==> config.mk <==
export PLATFORM = sky130hd
export DESIGN_NAME = casex_vec_driver
export DESIGN_NICKNAME = d
export VERILOG_FILES = /design/src/rtl/casex_vec_driver.sv
export SDC_FILE = /design/constraint.sdc
export NUM_CORES = 1
export LEC_CHECK = 0
export BUFFER_PORTS_ARGS = -buffer_cell sky130_fd_sc_hd__buf_2
export CAP_MARGIN = 20
export CORE_ASPECT_RATIO = 1.25
export CORE_MARGIN = 2
export CORE_UTILIZATION = 53
export DETAILED_ROUTE_END_ITERATION = 8
export PLACE_DENSITY = 0.75
export SLEW_MARGIN = 20
export SYNTH_ARGS = -nofsm -noshare
export SYNTH_HDL_FRONTEND = slang
export SYNTH_SLANG_ARGS = --single-unit
==> constraint.sdc <==
create_clock -name clk -period 2.75 [get_ports clk]
set_clock_uncertainty 0.1 [all_clocks]
set_input_delay 0.1375 -clock clk [delete_from_list [all_inputs] [get_ports clk]]
set_output_delay 0.1375 -clock clk [all_outputs]
set_load 0.05 [all_outputs]
==> src/rtl/casex_vec_driver.sv <==
// Vector-table driver: plays up to 8 stored operand pairs into a decoder,
// waits a settle time, samples the decoder output and tallies mismatches.
module casex_vec_driver #(
    parameter int SETTLE_CYC = 2
) (
    input  logic       clk,
    input  logic       reset,
    input  logic       wr_en,
    input  logic [2:0] wr_addr,
    input  logic [9:0] wr_data,
    input  logic [3:0] num_vec,
    input  logic       start,
    input  logic [2:0] result,
    output logic [2:0] val1,
    output logic [2:0] val2,
    output logic       busy,
    output logic       done,
    output logic       pass,
    output logic [3:0] err_count,
    output logic [2:0] fail_idx
);

    typedef enum logic [2:0] {IDLE, DRIVE, SETTLE, SAMPLE, FINISH} state_t;

    localparam logic [3:0] SETTLE_LAST = 4'(SETTLE_CYC - 1);

    state_t     state, state_nx;
    logic [9:0] tbl [8];
    logic [2:0] idx;
    logic [2:0] prev_res;
    logic [3:0] nv;
    logic [3:0] cnt;
    logic [9:0] ent;
    logic [2:0] exp_eff;
    logic       mism;
    logic       last_vec;

    // entry layout: {hold, exp[2:0], val2[2:0], val1[2:0]}
    assign ent      = tbl[idx];
    assign exp_eff  = ent[9] ? prev_res : ent[8:6];
    assign mism     = (result != exp_eff);
    assign last_vec = ({1'b0, idx} == (nv - 4'd1));

    // table write port; not reset so stored vectors survive a reset
    always_ff @(posedge clk) begin
        if (wr_en && !busy)
            tbl[wr_addr] <= wr_data;
    end

    // state register
    always_ff @(posedge clk or posedge reset) begin
        if (reset) state <= IDLE;
        else       state <= state_nx;
    end

    // next-state logic
    always_comb begin
        state_nx = state;
        case (state)
            IDLE:    if (start) state_nx = (num_vec == 4'd0) ? FINISH : DRIVE;
            DRIVE:   state_nx = SETTLE;
            SETTLE:  if (cnt == SETTLE_LAST) state_nx = SAMPLE;
            SAMPLE:  state_nx = last_vec ? FINISH : DRIVE;
            FINISH:  state_nx = IDLE;
            default: state_nx = IDLE;
        endcase
    end

    // datapath and registered outputs
    always_ff @(posedge clk or posedge reset) begin
        if (reset) begin
            val1      <= '0;
            val2      <= '0;
            busy      <= 1'b0;
            done      <= 1'b0;
            pass      <= 1'b0;
            err_count <= '0;
            fail_idx  <= '0;
            idx       <= '0;
            prev_res  <= '0;
            nv        <= '0;
            cnt       <= '0;
        end else begin
            done <= 1'b0;
            case (state)
                IDLE: if (start) begin
                    nv        <= (num_vec > 4'd8) ? 4'd8 : num_vec;
                    idx       <= '0;
                    err_count <= '0;
                    fail_idx  <= '0;
                    prev_res  <= result;
                    busy      <= 1'b1;
                    pass      <= 1'b0;
                end
                DRIVE: begin
                    val1 <= ent[2:0];
                    val2 <= ent[5:3];
                    cnt  <= '0;
                end
                SETTLE: cnt <= cnt + 4'd1;
                SAMPLE: begin
                    if (mism) begin
                        err_count <= err_count + 4'd1;
                        if (err_count == 4'd0) fail_idx <= idx;
                    end
                    prev_res <= result;
                    if (!last_vec) idx <= idx + 3'd1;
                end
                FINISH: begin
                    // err_count already holds the last sample's update here
                    done <= 1'b1;
                    pass <= (err_count == 4'd0);
                    busy <= 1'b0;
                end
                default: ;
            endcase
        end
    end

endmodule

==> metrics.txt, run 1 <==
Routed wire per std cell=19.1 um; Setup WS post-layout=75.5 ps; fin cells=535; pwr dens=1110 nW/um^2; Final HPWL DP=6250 um; CTS tree=done; Final setup violation count=0; CTS Root Buffer Type=clkbuf_16; Post-DRT Antenna Nets=0; Post-Syn Area per Cell=15.9 um^2; Sinks on Clock Net=113; warnings from Yosys=0; Detailed Routing Iterations Pass 1=6; DR vias=2994; final hold violation count=0; share of layout cells above drive strength 1=30.3%; Synth cell types=50; post-route setup TNS=0 ps; fmax=0.374 GHz; Synth area leader=edfxtp_1; count leader, synth=edfxtp_1; Worst-Skew Late Latency=410 ps; vias in the first global route=3089; Die X=89.8 um; DIE HEIGHT=111 um; DP Worst Slack=-30.0 ps; Startpoint Class=register; Initial Util=54.0%; io pins=40; Lkg Pwr=2.45 nW; critical path class=reg -> reg; worst relative slew slack=53.2%; crit end category=register; Post-Syn Area=4870 um^2; share of Yosys cell area claimed by the top area cell type=49.3%; WL final=10200 um; Post-synth top flop=edfxtp_1; Nets=429; Die ar.=9980 um^2; initial antenna violation count=0; min Tclk post-route=2670 ps; CP arrival=2870 ps; Site Rows=39; area post-placement=5300 um^2; sequential-to-total area share from yosys stat=66.3%; gp weighted congestion=0.774; Reg clk slew, reported paths=60 ps; Final period util=97.3%; Min-Delay Path Class=in -> reg; commonest cells in the netlist=edfxtp_1 (80), dfrtp_1 (33), nor2_1 (22), nand2_1 (20); Post-Place Cells=478; Area Overhead vs Synth=27.6%; multi-input logic area=1610 um^2; clock buffer depth=2; H-tree depth=4; gr ovfl total=0; core region area=9030 um^2; register area=3230 um^2; Tot GR Track Use=21.7%; total CTS buffers=17; DR iter-0 viols=149; synth top area cells=edfxtp_1 (49%), dfrtp_1 (17%), mux4_1 (5.4%); DRC Markers=0; vias per cell=5.60; Mapped Cells=307; VDD IR max=685 uV; port buffer count=39; CP Data Required Time=2940 ps; Layout fillers=604; first-pass GRT wire length=16200 um; Tightest Pin Transition=696 ps; Seq cells post-synth=113; final-report max-slew violation count=0; FFs w/ async S/R, synth=29.2%; largest net degree at the start of global routing=19; diode count=0; # Max-Cap Violations=0; final instance area=6220 um^2; r2r setup slk=80 ps; Post-synth EDFFs=80; critical-path maximum fanout=4; syn nets=337; outcome=complete, no violations
==> power breakdown <==
part           internal (W)  leakage, nW  switching (W)
Combinational       0.00110         1.03        0.00137
Clock               0.00127        0.283       0.000844
Sequential          0.00205         1.13       0.000264
==> per-stage QoR <==
stage               hold slack [ps]  util, %  power [W]
floorplan                       136        -    0.00392
global placement                134     58.7    0.00435
detailed placement              149     58.7    0.00442
CTS                            56.0     67.6    0.00663
global route                   71.9     68.9    0.00725
finish                         60.2     68.9    0.00690
==> registers in the layout, summed over array words and instances, names as in the netlist, 3 cells and up <==
name	cells
state	3
nv	4
val2	3
fail_idx	3
idx	3
cnt	4
val1	3
err_count	4
prev_res	3
tbl	80
==> area by class of cell <==
class,instances,share of cell area (%)
sequential,113,52.0
multi-input combinational,171,25.9
timing repair buffer,83,9.66
clock buffer,17,6.84
tap,123,2.48
clock inverter,15,2.40
inverter,13,0.785
==> cells by family (layout without fill, tap and decap cells) <==
group	after synthesis	count (layout)	synth area share, %
multiplexers	43	43	15.3
adder cells (fa/ha/maj)	6	6	1.54
flip-flops	113	113	66.3
buffers and inverters	23	128	2.57
AND/OR/NAND/NOR	70	70	6.86
AO/OA/AOI/OAI	41	41	5.52
XOR/XNOR	11	11	1.98
==> path summary, 6_finish.rpt <==
kind                            startpoint      endpoint  depth (start not counted)
worst min-delay path            wr_addr[1]     tbl[4][8]                          2
worst max-delay path                idx[0]  err_count[1]                          8
worst max register to register      idx[0]  err_count[1]                          8
min in group asynchronous            reset  err_count[2]                          3
max in group asynchronous            reset         nv[0]                          4
worst min register to register    state[2]      state[1]                          1
==> critical path: stages, from the launching register on <==
cell and delay (ps):
dfrtp_2 420, buf_4 130, mux4_2 530, mux2i_4 180, buf_12 150, mux2i_4 290
xnor2_4 130, o31ai_4 280, mux2_1 340
==> per-layer routing <==
| layer | vias to the layer above | routed length, um | track usage (%) |
|---|---|---|---|
| met2 | 85 | 5620 | 38.5 |
| met4 | 0 | 181 | 8.00 |
| met3 | 17 | 375 | 5.37 |
| met1 | 1524 | 4020 | 25.6 |
| li1 | 1368 | - | - |
| met5 | - | 0 | 0 |
==> what timing repair did <==
| item | 4_1_cts | 5_1_grt |
|---|---|---|
| pin swaps | 2 | 1 |
| gates resized for setup | 5 | 10 |
| setup buffers | 0 | 5 |
| hold endpoints to repair | 102 | 0 |
| hold buffers | 20 | 0 |
| setup endpoints to repair | 6 | 6 |
==> cells in the final DEF (no fill, tap or decap), types with 7 or more instances in the layout <==
| cell | count |
|---|---|
| clkbuf_16 | 17 |
| nand2_1 | 20 |
| nand2b_1 | 7 |
| inv_1 | 12 |
| nor2_1 | 22 |
| dfrtp_1 | 32 |
| edfxtp_1 | 80 |
| dlygate4sd3_1 | 20 |
| mux2i_1 | 11 |
| mux4_2 | 12 |
| mux4_1 | 8 |
| mux2_2 | 7 |
| a21oi_1 | 13 |
| buf_2 | 39 |
| o21ai_0 | 10 |
| buf_4 | 22 |
Power figures use the tool's default switching activity.
==> run 2, diff against run 1 <==
--- a/config.mk
+++ b/config.mk
@@ -11,6 +11,7 @@
 export CORE_MARGIN = 2
 export CORE_UTILIZATION = 53
 export DETAILED_ROUTE_END_ITERATION = 8
+export MAX_ROUTING_LAYER = met4
 export PLACE_DENSITY = 0.75
 export SLEW_MARGIN = 20
 export SYNTH_ARGS = -nofsm -noshare
==> run 2 against run 1 <==
Non-clock buffer count unchanged; routed wire length shrank 0.37%; critical endpoint unchanged; worst setup slack lost 14 ps; highest routed layer unchanged; combinational power about the same; first-iteration DRC count up 6.0%.
==> metrics.txt, run 2 (synthesis results as in run 1) <==
outcome=complete, no violations (unchanged); port buffer count=39 (unchanged); Post-DRT Antenna Nets=0 (unchanged); WL final=10200 um (about the same); critical-path maximum fanout=4 (unchanged); Final setup violation count=0 (unchanged); initial antenna violation count=0 (unchanged); cell count of the worst reg-to-reg path=8 (unchanged); Setup WS post-layout=61.2 ps (was 75.5 ps); most frequent cells in the layout=edfxtp_1 (80), buf_2 (39), dfrtp_1 (32), nor2_1 (22), buf_4 (22) (unchanged); Initial Util=54.0% (unchanged); Hold Path End=tbl[4][8] (unchanged); Lkg Pwr=2.45 nW (unchanged); crit end category=register (unchanged); RR Startpoint=idx[0] (unchanged); r2r setup slk=60 ps (was 80 ps); gr ovfl total=0 (unchanged); CP cell instances=buf_4, mux4_2, mux2i_4, buf_12, mux2i_4, xnor2_4, o31ai_4, mux2_1 (unchanged); Worst path max stage delay=530 ps (about the same); area post-placement=5300 um^2 (unchanged); Sinks on Clock Net=113 (unchanged); total CTS buffers=17 (unchanged); io pins=40 (unchanged); Final HPWL DP=6250 um (unchanged); Worst-Skew Late Latency=410 ps (about the same); Crit path buffers/inverters=2 (unchanged); DP Worst Slack=-30.0 ps (unchanged); number of flip-flops in the largest register=80 (unchanged); multi-input logic area=1610 um^2 (unchanged); Startpoint Class=register (unchanged); DR vias=2973 (was 2994); Tightest Pin Transition=729 ps (was 696 ps); pwr dens=1110 nW/um^2 (about the same); CTS Root Buffer Type=clkbuf_16 (unchanged); Reg clk slew, reported paths=60 ps (about the same); Top reg by flops=tbl (unchanged); VDD IR max=688 uV (was 685 uV); final hold violation count=0 (unchanged); Layout fillers=604 (unchanged); gp weighted congestion=0.785 (was 0.774); register area=3230 um^2 (unchanged); core region area=9030 um^2 (unchanged); Tot GR Track Use=22.3% (was 21.7%); Final Total Pwr=0.00690 W (about the same); CP arrival=2880 ps (was 2870 ps); largest net degree at the start of global routing=19 (unchanged); Final period util=97.8% (was 97.3%); CTS tree=done (unchanged); Area Overhead vs Synth=27.6% (unchanged); min Tclk post-route=2690 ps (was 2670 ps); most used cell, CP=mux2i_4 (unchanged); DR iter-0 viols=158 (was 149); fmax=0.372 GHz (was 0.374 GHz); Detailed Routing Iterations Pass 1=4 (was 6); final instance area=6220 um^2 (unchanged); share of layout cells above drive strength 1=30.3% (unchanged); vias in the first global route=3094 (was 3089); DRC Markers=0 (unchanged); Die X=89.8 um (unchanged); Hold Path Depth=2 (unchanged); Crit-path slowest cell=mux4_2 (unchanged); Routed wire per std cell=19.0 um (was 19.1 um); most common cell after layout, fill and taps aside=edfxtp_1 (unchanged); final-report max-slew violation count=0 (unchanged); Min-Delay Path Class=in -> reg (unchanged); DIE HEIGHT=111 um (unchanged); H-tree depth=4 (unchanged); # Max-Cap Violations=0 (unchanged); worst relative slew slack=51.0% (was 53.2%); Top delay family on crit path=multiplexers (unchanged); Site Rows=39 (unchanged); FF-to-FF End=err_count[1] (unchanged); Hold Crit Start=wr_addr[1] (unchanged); critical path class=reg -> reg (unchanged); Die ar.=9980 um^2 (unchanged); final hold slack=67.0 ps (was 60.2 ps); vias per cell=5.56 (was 5.60); diode count=0 (unchanged); first-pass GRT wire length=16200 um (about the same); CP Data Required Time=2940 ps (about the same); clock buffer depth=2 (unchanged); Nets=429 (unchanged)
-- run 2: cell counts in the layout (fill, tap and decap cells not counted) --
Identical to the previous run, type by type.
-- run 2: what timing repair did --
item,4_1_cts,5_1_grt
setup buffers,0,5
pin swaps,2,1
endpoints found under the hold margin,102,0
hold buffers,20,0
setup endpoints to repair,6,6
gates resized for setup,5,10
-- run 2: how the worst max path moves through the flow --
| stage | to | slack, ps | from | cells after the start |
|---|---|---|---|---|
| final | err_count[1] | 60 | idx[0] | 8 |
| after global routing | err_count[1] | -30 | idx[0] | 8 |
| after CTS | err_count[1] | 4 | idx[0] | 7 |
| after detailed placement | err_count[1] | -30 | idx[0] | 7 |
| after global placement | err_count[1] | 60 | idx[0] | 7 |
| after floorplan | err_count[1] | 100 | idx[0] | 7 |
-- run 2: stage by stage --
stage,TNS [ps],std cells,utilization (%)
2_1_floorplan,0,307,-
3_3_place_gp,0,478,58.7
3_5_place_dp,-39.2,478,58.7
4_1_cts,0,530,67.6
5_1_grt,-54.9,535,68.9
6_report,0,535,68.9
-- run 2: cell type report --
cell class / instances / area share, %
clock buffer: 17 / 6.84
timing repair buffer: 83 / 9.66
tap: 123 / 2.48
multi-input combinational: 171 / 25.9
sequential: 113 / 52.0
clock inverter: 15 / 2.40
inverter: 13 / 0.785
-- run 2: power by group --
part / switching (W) / internal, W / total [W]
logic: 0.00138 / 0.00110 / 0.00247
registers: 0.000264 / 0.00205 / 0.00232
clock network: 0.000844 / 0.00127 / 0.00211
-- run 2: routing by layer --
layer | wire, um | vias up | GRT usage (%)
met4 | 233 | 0 | 8.00
met3 | 395 | 21 | 5.37
li1 | - | 1371 | -
met5 | 0 | - | -
met2 | 5540 | 90 | 38.3
met1 | 3990 | 1491 | 25.7
==> run 3, diff against run 2 <==
--- a/config.mk
+++ b/config.mk
@@ -9,10 +9,10 @@
 export CAP_MARGIN = 20
 export CORE_ASPECT_RATIO = 1.25
 export CORE_MARGIN = 2
-export CORE_UTILIZATION = 53
+export CORE_UTILIZATION = 35
+export CTS_CLUSTER_SIZE = 8
 export DETAILED_ROUTE_END_ITERATION = 8
 export MAX_ROUTING_LAYER = met4
-export PLACE_DENSITY = 0.75
 export SLEW_MARGIN = 20
 export SYNTH_ARGS = -nofsm -noshare
 export SYNTH_HDL_FRONTEND = slang
==> run 3 against run 2 <==
Fmax is 1.3% higher; non-clock buffer count stayed put; sequential cell count stayed put; die area is 49% higher; routed wire length is 4.8% lower; clock-buffer cell count stayed put; worst hold slack better by 32 ps.
==> metrics.txt, run 3 (synthesis results as in run 1) <==
metal2 WL=5080 um (was 5540 um); Post-DRT Antenna Nets=0 (unchanged); Detailed Routing Iterations Pass 1=4 (unchanged); CTS tree=done (unchanged); CP Data Required Time=2940 ps (about the same); Hold Crit Start=start (was wr_addr[1]); port buffer count=39 (unchanged); final-report max-slew violation count=0 (unchanged); total net switching power=0.00230 W (was 0.00248 W); critical path class=reg -> reg (unchanged); H-tree depth=4 (unchanged); largest net degree at the start of global routing=19 (unchanged); Tot GR Track Use=14.5% (was 22.3%); gp weighted congestion=0.782 (was 0.785); Layout fillers=1195 (was 604); io pins=40 (unchanged); CP arrival=2840 ps (was 2880 ps); Worst-Skew Late Latency=410 ps (about the same); VDD IR max=561 uV (was 688 uV); vias per cell=4.84 (was 5.56); area post-placement=5370 um^2 (was 5300 um^2); Area Overhead vs Synth=26.9% (was 27.6%); Final setup violation count=0 (unchanged); gr ovfl total=0 (unchanged); Reg clk slew, reported paths=60 ps (about the same); Met3 Wirelength=334 um (was 395 um); Tightest Pin Transition=714 ps (was 729 ps); DR vias=2841 (was 2973); pwr dens=1060 nW/um^2 (was 1110 nW/um^2); number of flip-flops in the largest register=80 (unchanged); Nets=429 (unchanged); DIE HEIGHT=136 um (was 111 um); Top reg by flops=tbl (unchanged); first-pass GRT wire length=15500 um (was 16200 um); r2r setup slk=100 ps (was 60 ps); Lkg Pwr=2.42 nW (was 2.45 nW); CTS Root Buffer Type=clkbuf_16 (unchanged); diode count=0 (unchanged); DR iter-0 viols=261 (was 158); Final period util=96.5% (was 97.8%); min Tclk post-route=2650 ps (was 2690 ps); Metal-1 WL=4160 um (was 3990 um); Site Rows=48 (was 39); vias in the first global route=2995 (was 3094); final instance area=6180 um^2 (was 6220 um^2); cell count of the worst reg-to-reg path=7 (was 8); Pint=0.00427 W (was 0.00442 W); Die X=110 um (was 89.8 um); Initial Util=35.6% (was 54.0%); Startpoint Class=register (unchanged); share of total power in sequential cells=34.5% (was 33.5%); WL final=9670 um (was 10200 um); initial antenna violation count=0 (unchanged); RR Startpoint=idx[0] (unchanged); share of layout cells above drive strength 1=29.1% (was 30.3%); top routing layer used=met4 (unchanged); clock power share=31.7% (was 30.6%); clock buffer depth=2 (unchanged); Sinks on Clock Net=113 (unchanged); most frequent cells in the layout=edfxtp_1 (80), buf_2 (39), dfrtp_1 (32), buf_4 (23), nor2_1 (22) (was edfxtp_1 (80), buf_2 (39), dfrtp_1 (32), nor2_1 (22), buf_4 (22)); fmax=0.377 GHz (was 0.372 GHz); RSZ-0062 raised after global routing=false; # Max-Cap Violations=0 (unchanged); Die ar.=14900 um^2 (was 9980 um^2); Switching Share=35.0% (was 36.0%); DRC Markers=0 (unchanged); Routed wire per std cell=16.5 um (was 19.0 um); Comb pwr share=33.8% (was 35.8%); Final HPWL DP=6530 um (was 6250 um); total CTS buffers=17 (unchanged); Hold Path End=idx[2] (was tbl[4][8]); final hold violation count=0 (unchanged); worst relative slew slack=52.4% (was 51.0%); Min-Delay Path Class=in -> reg (unchanged); critical-path maximum fanout=5 (was 4); outcome=complete, no violations (unchanged); Layout Utilization=45.1% (was 68.9%); most common cell after layout, fill and taps aside=edfxtp_1 (unchanged); crit end category=register (unchanged); Hold Path Depth=3 (was 2); FF-to-FF End=err_count[1] (unchanged); core region area=13700 um^2 (was 9030 um^2); post-route setup TNS=0 ps (unchanged)
-- run 3: repair_timing --
item | in CTS | in global routing
endpoints found under the setup margin | 2 | 7
cloned | 0 | 0
pin swaps | 1 | 0
hold buffers | 21 | 0
hold endpoints to repair | 104 | 0
resized for setup | 1 | 3
setup buffers | 1 | 1
-- run 3: how the worst max path moves through the flow --
| stage | start | end | slack [ps] | cells past startpoint |
|---|---|---|---|---|
| after floorplan | idx[0] | err_count[1] | 100 | 7 |
| after global placement | idx[0] | err_count[1] | 90 | 7 |
| after detailed placement | idx[0] | err_count[1] | 30 | 7 |
| after CTS | idx[0] | err_count[1] | 20 | 7 |
| after global routing | idx[0] | err_count[1] | 2 | 7 |
| final | idx[0] | err_count[1] | 100 | 7 |
-- run 3: through the flow --
step,power [W],hold slack (ps),worst slack (ps),instances
after detailed placement,0.00445,183,29.7,532
after global placement,0.00441,170,85.7,532
after global routing,0.00692,113,2.23,587
after CTS,0.00660,85.9,16.2,586
after floorplan,0.00392,136,97.1,307
final,0.00657,98.7,96.5,587
-- run 3: critical path, stage by stage (launching register included) --
cell and delay, ps:
dfrtp_2 420, buf_4 150, mux4_1 560, mux2_2 290
mux2i_2 190, xnor2_1 170, o31ai_2 320, mux2_1 350
-- run 3: layout make-up --
type	instances	area (um^2)	area share, %
clock inverters	15	146	2.37
inverters	13	48.8	0.789
repair buffers	83	578	9.35
flip-flops and latches	113	3230	52.2
well taps	175	219	3.54
multi-input cells	171	1530	24.8
clock buffers	17	425	6.88
-- run 3: power groups by stage --
stage / clock network [W] / logic (W) / registers, W
after floorplan: 0 / 0.00138 / 0.00254
after global placement: 0 / 0.00212 / 0.00229
after CTS: 0.00213 / 0.00220 / 0.00226
after global routing: 0.00220 / 0.00242 / 0.00230
after detailed placement: 0 / 0.00216 / 0.00229
final: 0.00209 / 0.00222 / 0.00227
-- run 3: routing by layer --
metal	vias up	track usage, %
li1	1362	-
met1	1418	16.6
met2	53	24.2
met3	8	3.40
met4	0	5.91
met5	-	-
